`src/rtl/j1_io_bus_pkg.sv`:
```
// Shared I/O map for the J1 SoC: peripheral page numbers, default slot table and status offsets.
package j1_io_bus_pkg;

   localparam logic [7:0] PAGE_MULT  = 8'h65;
   localparam logic [7:0] PAGE_DIV   = 8'h66;
   localparam logic [7:0] PAGE_UART  = 8'h67;
   localparam logic [7:0] PAGE_BT    = 8'h68;
   localparam logic [7:0] PAGE_AUDIO = 8'h69;
   localparam logic [7:0] PAGE_DPRAM = 8'h70;
   localparam logic [7:0] PAGE_STAT  = 8'h71;

   localparam logic [47:0] DEFAULT_SLOT_BASE =
      {PAGE_DPRAM, PAGE_AUDIO, PAGE_BT, PAGE_UART, PAGE_DIV, PAGE_MULT};

   localparam logic [15:0] DEFAULT_RD = 16'h0666;

   typedef enum logic [1:0] {
      STAT_OFS_CNT  = 2'd0,
      STAT_OFS_ADDR = 2'd1,
      STAT_OFS_INFO = 2'd2,
      STAT_OFS_ID   = 2'd3
   } stat_ofs_e;

endpackage

```
`src/rtl/j1_io_bus_errlog.sv`:
```
// Unmapped-access logger: saturating counter, address/type capture, sticky flag, pulse
// and the read mux for the built-in status page.
module j1_io_bus_errlog
   import j1_io_bus_pkg::*;
#(
   parameter int CNT_W = 8,
   parameter int NSLOT = 6
) (
   input  logic        i_clk,
   input  logic        i_rst,
   input  logic        i_rd,
   input  logic        i_wr,
   input  logic [15:0] i_addr,
   input  logic        i_unmapped,
   input  logic        i_stat_sel,
   output logic [15:0] o_stat_rdata,
   output logic        o_err_flag,
   output logic        o_err_pulse
);

   logic [CNT_W-1:0] r_err_cnt;
   logic [15:0]      r_bad_addr;
   logic [1:0]       r_bad_type;
   logic             r_err_flag;
   logic             r_err_pulse;
   stat_ofs_e        w_ofs;

   assign w_ofs = stat_ofs_e'(i_addr[1:0]);

   always_ff @(posedge i_clk) begin
      if (i_rst) begin
         r_err_cnt   <= '0;
         r_bad_addr  <= '0;
         r_bad_type  <= '0;
         r_err_flag  <= 1'b0;
         r_err_pulse <= 1'b0;
      end else begin
         r_err_pulse <= 1'b0;
         if (i_unmapped) begin
            if (r_err_cnt != {CNT_W{1'b1}})
               r_err_cnt <= r_err_cnt + CNT_W'(1);
            r_bad_addr  <= i_addr;
            r_bad_type  <= {i_wr, i_rd};
            r_err_flag  <= 1'b1;
            r_err_pulse <= 1'b1;
         end else if (i_stat_sel && i_wr) begin
            // offset 0 clears the count/flag, offset 3 clears the capture; 1 and 2 are read-only
            case (w_ofs)
               STAT_OFS_CNT: begin
                  r_err_cnt  <= '0;
                  r_err_flag <= 1'b0;
               end
               STAT_OFS_ID: begin
                  r_bad_addr <= '0;
                  r_bad_type <= '0;
               end
               default: ;
            endcase
         end
      end
   end

   always_comb begin
      o_stat_rdata = 16'h0000;
      case (w_ofs)
         STAT_OFS_CNT:  o_stat_rdata = 16'(r_err_cnt);
         STAT_OFS_ADDR: o_stat_rdata = r_bad_addr;
         STAT_OFS_INFO: o_stat_rdata = {13'b0, r_err_flag, r_bad_type};
         STAT_OFS_ID:   o_stat_rdata = 16'(NSLOT);
         default:       o_stat_rdata = 16'h0000;
      endcase
   end

   assign o_err_flag  = r_err_flag;
   assign o_err_pulse = r_err_pulse;

endmodule

```
`src/rtl/j1_io_bus.sv`:
```
// J1 I/O interconnect: page decode to one-hot chip selects, read-data mux and the
// unmapped-access status page.
module j1_io_bus
   import j1_io_bus_pkg::*;
#(
   parameter int                 NSLOT      = 6,
   parameter logic [NSLOT*8-1:0] SLOT_BASE  = DEFAULT_SLOT_BASE,
   parameter logic [7:0]         STAT_PAGE  = PAGE_STAT,
   parameter bit                 READ_REG   = 1'b0,
   parameter logic [15:0]        DEF_RD     = DEFAULT_RD,
   parameter int                 CNT_W      = 8
) (
   input  logic                  sys_clk_i,
   input  logic                  sys_rst_i,
   input  logic                  io_rd,
   input  logic                  io_wr,
   input  logic [15:0]           io_addr,
   input  logic [15:0]           io_dout,
   output logic [15:0]           io_din,
   output logic [NSLOT-1:0]      cs,
   input  logic [NSLOT*16-1:0]   slot_dout,
   output logic                  err_flag,
   output logic                  err_pulse
);

   logic [NSLOT-1:0] w_hit;
   logic [NSLOT-1:0] w_cs;
   logic             w_any_hit;
   logic [15:0]      w_slot_rd;
   logic [15:0]      w_stat_rd;
   logic [15:0]      w_rd_mux;
   logic             w_stat_sel;
   logic             w_unmapped;
   logic             w_unused_dout;

   // status-page writes only use the offset, never the data
   assign w_unused_dout = ^io_dout;

   genvar g;
   generate
      for (g = 0; g < NSLOT; g++) begin : g_hit
         assign w_hit[g] = (io_addr[15:8] == SLOT_BASE[8*g +: 8]);
      end
   endgenerate

   // lowest-index hit wins when two slots share a base
   always_comb begin
      w_cs      = '0;
      w_any_hit = 1'b0;
      w_slot_rd = 16'h0000;
      for (int i = 0; i < NSLOT; i++) begin
         if (w_hit[i] && !w_any_hit) begin
            w_cs[i]   = 1'b1;
            w_any_hit = 1'b1;
            w_slot_rd = slot_dout[16*i +: 16];
         end
      end
   end

   assign w_stat_sel = !w_any_hit && (io_addr[15:8] == STAT_PAGE);
   assign w_unmapped = (io_rd || io_wr) && !w_any_hit && !w_stat_sel;
   assign w_rd_mux   = w_any_hit ? w_slot_rd : (w_stat_sel ? w_stat_rd : DEF_RD);
   assign cs         = w_cs;

   j1_io_bus_errlog #(
      .CNT_W (CNT_W),
      .NSLOT (NSLOT)
   ) u_errlog (
      .i_clk        (sys_clk_i),
      .i_rst        (sys_rst_i),
      .i_rd         (io_rd),
      .i_wr         (io_wr),
      .i_addr       (io_addr),
      .i_unmapped   (w_unmapped),
      .i_stat_sel   (w_stat_sel),
      .o_stat_rdata (w_stat_rd),
      .o_err_flag   (err_flag),
      .o_err_pulse  (err_pulse)
   );

   generate
      if (READ_REG) begin : g_rd_reg
         logic [15:0] r_din;
         always_ff @(posedge sys_clk_i) begin
            if (sys_rst_i)
               r_din <= DEF_RD;
            else if (io_rd)
               r_din <= w_rd_mux;
         end
         assign io_din = r_din;
      end else begin : g_rd_comb
         assign io_din = w_rd_mux;
      end
   endgenerate

endmodule

```
`config.mk`:
```
export PLATFORM = sky130hd
export DESIGN_NAME = j1_io_bus
export DESIGN_NICKNAME = d
export VERILOG_FILES = /design/src/rtl/j1_io_bus_pkg.sv /design/src/rtl/j1_io_bus_errlog.sv /design/src/rtl/j1_io_bus.sv
export SDC_FILE = /design/constraint.sdc
export NUM_CORES = 1
export LEC_CHECK = 0
export BUFFER_PORTS_ARGS = -buffer_cell sky130_fd_sc_hd__buf_2
export CAP_MARGIN = 20
export CORE_ASPECT_RATIO = 0.6
export CORE_MARGIN = 8
export CORE_UTILIZATION = 40
export DETAILED_ROUTE_END_ITERATION = 16
export GPL_TIMING_DRIVEN = 0
export PLACE_DENSITY = 0.78
export SYNTH_ARGS = -nofsm -noshare
export SYNTH_HDL_FRONTEND = slang
export SYNTH_HIERARCHICAL = 1
export SYNTH_SLANG_ARGS = --single-unit
```
`constraint.sdc`:
```
create_clock -name sys_clk_i -period 2.05 [get_ports sys_clk_i]
set_input_delay 0.1025 -clock sys_clk_i [delete_from_list [all_inputs] [get_ports sys_clk_i]]
set_output_delay 0.1025 -clock sys_clk_i [all_outputs]
set_load 0.1 [all_outputs]
```
==> impl_metrics.toml, run 1 <==
[timing]
fin_crit_sh_pct = 101
tightest_slew_ns = 0.498
slew_viol_final = 0
tns_ns = -0.0257
relSlewSlack_pct = 65.9
setup_ws_ns = -0.0257
fmax_mhz = 482
finalSetupViolations = 1
clock_skew_ns = 0.00319
hold_viol = 0
rsz0062_at_grt = "true"
fin_crit_ns = 2.08

[cts]
cts-buffers-inserted = 3
cts.path.max_buffers = 2
clock_sinks = 28
path_clk_slew_ns = 0.09
cts_tree = "yes"
cts_htree_levels = 1
cts-root-buf = "clkbuf_8"
clk_latency_ns = 0.29

[yosys]
syn_avg_cell_area_um2 = 7.99
yosysSeqAreaShare_pct = 21.5
synth.net_count = 460
synth_cell_types = 64
synth_warnings = 6
synth_cells = 327
synth_seq_cells = 28
synth_area_um2 = 2610
ys.flop_type = "dfxtp_1"
synthArstFlopShare_pct = 0
synth-edff-count = 0

[job]
drv_cap = 0

[route]
drc_errors = 0
ant_nets = 0
wl_per_cell_um = 20.4
wl_met2_um = 4890
drt-initial-drc-count = 329
m1WireLength_um = 5080
met3_length_um = 1290
via_per_inst = 6.15
vias = 3459
finalWirelength_um = 11400
drt_first_pass_iters = 5
highest_layer = "met5"

[setup_path]
reg2reg_from = "u_errlog/r_err_cnt[0]$_SDFFE_PP0P_"
cp-start-kind = "input pin"
rr_endpoint = "u_errlog/r_err_cnt[3]$_SDFFE_PP0P_"
crit_slowest_cell = "or3b_4"
crit_top_cell = "buf_4"
rrSetupSlack_ns = 0.45
critical_path_class = "in2out"
crit_path_max_incr_delay_ns = 0.43
cp_max_fo = 6
crit_arrival_ns = 1.97
reg2reg_depth = 5
cp-end-kind = "primary output"
critPathRequiredTime_ns = 1.95
path_cells = "clkbuf_4 -> or3b_4 -> buf_4 -> buf_4 -> a2111oi_0 -> a211oi_1 -> o2bb2ai_4 -> buf_6"

[die]
dieArea_um2 = 9450
die_w_um = 120
initial_core_util_pct = 42.0
rows = 22
core_area_um2 = 6220
dieHeight_um = 78.6
ios = 156

[min_path]
min_to = "u_errlog/r_bad_addr[6]$_SDFFE_PP0P_"
worstHoldPathCells = 2
min_from = "io_addr[6]"
hold_class = "in2reg"

[grt]
grt_pass1_wl_um = 17200
gr-total-overflow = 0
track_usage_pct = 22.5
grt_max_degree = 15
grt_pass1_vias = 3316
antenna_found_initial = 1

[layout]
fin_util_pct = 64.3
layout.nets = 613
diodes = 0
final_layout_size_suffix_gt1_share_pct = 49.2
filler_cell_count = 564
multi_input_area_um2 = 2200
area_delta_synth_final_pct = 53.2
regArea_um2 = 562

[pwr]
ir_worst_vdd_v = 0.000249
power.leakage_nw = 1.75
power_density_nw_per_um2 = 358

[outcome]
status = "finished with violations"
violations = "setup timing"

[placed_design]
portBuffers = 138
dp_hpwl_um = 9110
gp_congestion = 0.956
## layout make-up
class / instances / share of cell area (%)
buffer: 27 / 5.57
clock buffer: 3 / 1.03
inverter: 7 / 0.657
multi-input combinational: 264 / 54.9
sequential: 28 / 14.0
tap: 84 / 2.63
timing repair buffer: 149 / 21.1
## registers in the layout, indices dropped and copies added (netlist names)
name,cells
u_errlog/r_bad_addr,16
u_errlog/r_err_cnt,8
u_errlog/o_err_flag,1
u_errlog/o_err_pulse,1
u_errlog/r_bad_type,2
## power breakdown
group | switching, mW | internal [mW] | total (mW)
logic | 0.284 | 0.230 | 0.514
registers | 0.0231 | 0.577 | 0.601
clock network | 0.184 | 0.133 | 0.317
total | 0.491 | 0.941 | 1.43
## cell usage after synthesis (all sizes together) (8+ instances only)
cell    number  area [um^2]
a21oi       18         90.1
a22o        19          166
and2         8         50.1
buf         21          136
dfxtp       28          561
mux2        10          113
mux2i       13          130
nand2       11         41.3
nand4b       8         70.1
nor2        43          171
nor4        12         87.6
o21ai       15         78.8
o22ai        9         56.3
## per-stage QoR
| step | hold WS [ns] | instance area (um^2) | power (mW) | setup slack, ns | cells |
|---|---|---|---|---|---|
| final | 0.0245 | 4000 | 1.43 | -0.0257 | 562 |
| after floorplan | 0.235 | 2890 | 0.893 | -0.689 | 327 |
| after CTS | 0.0262 | 3900 | 1.41 | 0.0123 | 559 |
| after detailed placement | 0.289 | 3690 | 1.08 | -0.529 | 549 |
| after global routing | 0.0164 | 4000 | 1.50 | -0.0104 | 562 |
| after global placement | 0.290 | 3690 | 1.07 | -0.470 | 549 |
## routing by layer
layer	global-route usage, %	up-vias
met3	7.50	23
met4	4.21	2
met1	30.8	1645
li1	-	1574
met5	0	-
met2	33.6	215
## cells by family (layout without fill, tap and decap cells)
logic type	Yosys count	after routing	synth area share (%)
AOI/OAI and AO/OA	105	105	29.6
xor gates and xnor gates	3	3	1.01
adders and majority gates	1	1	0.479
buffers and inverters	35	186	7.62
DFF	28	28	21.5
muxes	23	23	9.30
and+or+nand+nor	132	132	30.5
## worst max-delay path, delay by kind of cell
family / cells / cell delay, ns
simple gates: 1 / 0.43
compound gates: 3 / 0.76
buf+inv: 4 / 0.67
## cell usage in the layout, fill, tap and decap left out, drive strengths merged, types with 3 or more instances in the layout
cell type,synthesis,layout
a2111oi,3,3
a211oi,3,3
a21oi,18,18
a22o,19,19
a22oi,6,6
a31oi,7,7
a32oi,7,7
and2,8,8
and3,6,6
and4,5,5
buf,21,160
clkbuf,7,18
dfxtp,28,28
inv,7,7
mux2,10,10
mux2i,13,13
nand2,11,11
nand2b,5,5
nand3,6,6
nand4,3,3
nand4b,8,8
nor2,43,43
nor2b,3,3
nor3,4,4
nor4,12,12
o21ai,15,15
o22ai,9,9
o2bb2ai,3,3
o32ai,6,6
or2,6,6
## worst max-delay path by stage
stage / startpoint / endpoint / slack (ns) / depth (start not counted)
finish: io_addr[9] / io_din[12] / -0.03 / 8
global placement: io_addr[12] / u_errlog/r_err_cnt[6]$_SDFFE_PP0P_ / -0.47 / 12
global route: io_addr[9] / u_errlog/r_bad_addr[11]$_SDFFE_PP0P_ / -0.01 / 10
floorplan: io_addr[9] / io_din[12] / -0.69 / 4
CTS: io_addr[10] / u_errlog/r_err_cnt[5]$_SDFFE_PP0P_ / 0.01 / 9
detailed placement: io_addr[12] / u_errlog/r_err_cnt[6]$_SDFFE_PP0P_ / -0.53 / 12
## timing repair
| action | CTS | global route |
|---|---|---|
| pin swaps | 4 | 5 |
| setup buffers | 7 | 2 |
| gates cloned | 0 | 1 |
| hold buffers | 1 | 0 |
| setup endpoints to repair | 36 | 36 |
| endpoints found under the hold margin | 4 | 0 |
| gates resized for setup | 33 | 30 |
(Power assumes the default switching activity.)
==> inputs of run 2 (changes only) <==
--- a/config.mk
+++ b/config.mk
@@ -13,6 +13,7 @@
 export DETAILED_ROUTE_END_ITERATION = 16
 export GPL_TIMING_DRIVEN = 0
 export PLACE_DENSITY = 0.78
+export SKIP_CTS_REPAIR_TIMING = 1
 export SYNTH_ARGS = -nofsm -noshare
 export SYNTH_HDL_FRONTEND = slang
 export SYNTH_HIERARCHICAL = 1
==> run 2 against run 1 <==
The run now ends clean. Flip-flop and latch count did not move. Clock skew barely moved. Sequential share of layout area barely moved. Sequential power barely moved. Design area barely moved. Worst setup slack improved by 0.035 ns. Largest cell class unchanged.
==> impl_metrics.toml, run 2 (synthesis gave the netlist of run 1 again) <==
[pwr]
fin_total_pwr_mw = 1.43
power_density_nw_per_um2 = 357
power.leakage_nw = 1.76
ir_worst_vdd_v = 0.000246

[layout]
layout_commonest_cell = "buf_2"
diodes = 0
final_cell_mix = "buf_2 (129), nor2_1 (39), dfxtp_1 (27)"
layout.nets = 616
filler_cell_count = 562
multi_input_area_um2 = 2190
final_layout_size_suffix_gt1_share_pct = 49.3
reg.largest.list = "u_errlog/r_bad_addr x16, u_errlog/r_err_cnt x8, u_errlog/r_bad_type x2"
area_delta_synth_final_pct = 53.1
largest-register = "u_errlog/r_bad_addr"
largest_reg_flops = 16
fin_cells = 565
regArea_um2 = 562

[die]
ios = 156
rows = 22
core_area_um2 = 6220
initial_core_util_pct = 42.0
dieArea_um2 = 9450
die_w_um = 120
dieHeight_um = 78.6

[placed_design]
dp_hpwl_um = 9110
portBuffers = 138
place_ws_ns = -0.529
gp_congestion = 0.956
place_inst = 549

[timing]
finalSetupViolations = 0
hold_viol = 0
holdWs_ns = 0.0274
relSlewSlack_pct = 68.7
tightest_slew_ns = 0.457
fin_crit_sh_pct = 99.5
fin_crit_ns = 2.04
clock_skew_ns = 0.00339
setup_ws_ns = 0.00923
slew_viol_final = 0
fmax_mhz = 490

[setup_path]
cp-end-kind = "flip-flop"
crit_family = "simple AND/OR/NAND/NOR gates"
path_cells = "buf_2 -> or3b_4 -> or3_4 -> buf_6 -> nor2_4 -> buf_4 -> and4_4 -> nor3_4 -> buf_4 -> a22o_1"
critPathBufInv = 4
critical_path_class = "in2reg"
crit_arrival_ns = 2.23
critPathRequiredTime_ns = 2.24
cp_max_fo = 10
crit_top_cell = "buf_4"
crit_slowest_cell = "or3b_4"
crit_path_max_incr_delay_ns = 0.43
cp-start-kind = "input pin"

[route]
finalWirelength_um = 11400
ant_nets = 0
via_per_inst = 6.00
drt-initial-drc-count = 312
drc_errors = 0
drt_first_pass_iters = 5
vias = 3388
wl_per_cell_um = 20.1

[cts]
cts-root-buf = "clkbuf_8"
cts_htree_levels = 1
path_clk_slew_ns = 0.09
cts.path.max_buffers = 2
clk_latency_ns = 0.29
cts-buffers-inserted = 3
clock_sinks = 28
cts_tree = "yes"

[min_path]
hold_class = "in2reg"

[grt]
grt_max_degree = 15
track_usage_pct = 21.9
grt_pass1_wl_um = 16800
gr-total-overflow = 0
grt_pass1_vias = 3255
antenna_found_initial = 1

[outcome]
status = "finished clean"

[job]
drv_cap = 0
==> run 2: metrics by stage <==
stage	utilization, %	setup TNS, ns	cell area, um^2
final	64.3	0	4000
after global placement	59.3	-11.20	3690
after global routing	64.3	-0.193	4000
after floorplan	-	-4.06	2890
after CTS	59.9	-5.36	3730
after detailed placement	59.3	-12.78	3690
==> run 2: worst register-to-register path, delay by kind of cell, from the launching register on <==
| family | cells | cell delay [ns] |
|---|---|---|
| simple gates | 4 | 0.87 |
| flops | 1 | 0.41 |
| fa+ha+maj | 1 | 0.24 |
==> run 2: final timing paths <==
check / cells after the start / slack [ns] / start / end
min: 2 / 0.03 / io_addr[3] / u_errlog/r_bad_addr[3]$_SDFFE_PP0P_
max: 10 / 0.009 / io_addr[10] / u_errlog/r_bad_addr[12]$_SDFFE_PP0P_
min reg2reg: 1 / 0.48 / u_errlog/r_bad_addr[8]$_SDFFE_PP0P_ / u_errlog/r_bad_addr[8]$_SDFFE_PP0P_
max reg2reg: 5 / 0.44 / u_errlog/r_err_cnt[0]$_SDFFE_PP0P_ / u_errlog/r_err_cnt[3]$_SDFFE_PP0P_
==> run 2: per-layer routing <==
layer / wire length, um / GRT usage, % / share of wire, %
met1: 5130 / 30.6 / 45
met2: 4840 / 31.9 / 43
met3: 1270 / 7.50 / 11
met4: 125 / 3.97 / 1.1
met5: 8 / 0 / 0.070
==> run 2: where the power goes <==
group          switching [mW]  internal [mW]  total, mW
Sequential             0.0228          0.577      0.600
Combinational           0.283          0.231      0.513
Clock                   0.182          0.133      0.315
Total                   0.488          0.941       1.43
==> run 2: layout make-up <==
cell class,instances,share of cell area (%)
buffer,26,5.29
clock buffer,3,1.03
inverter,7,0.657
multi-input combinational,264,54.8
sequential,28,14.1
tap,84,2.63
timing repair buffer,153,21.5
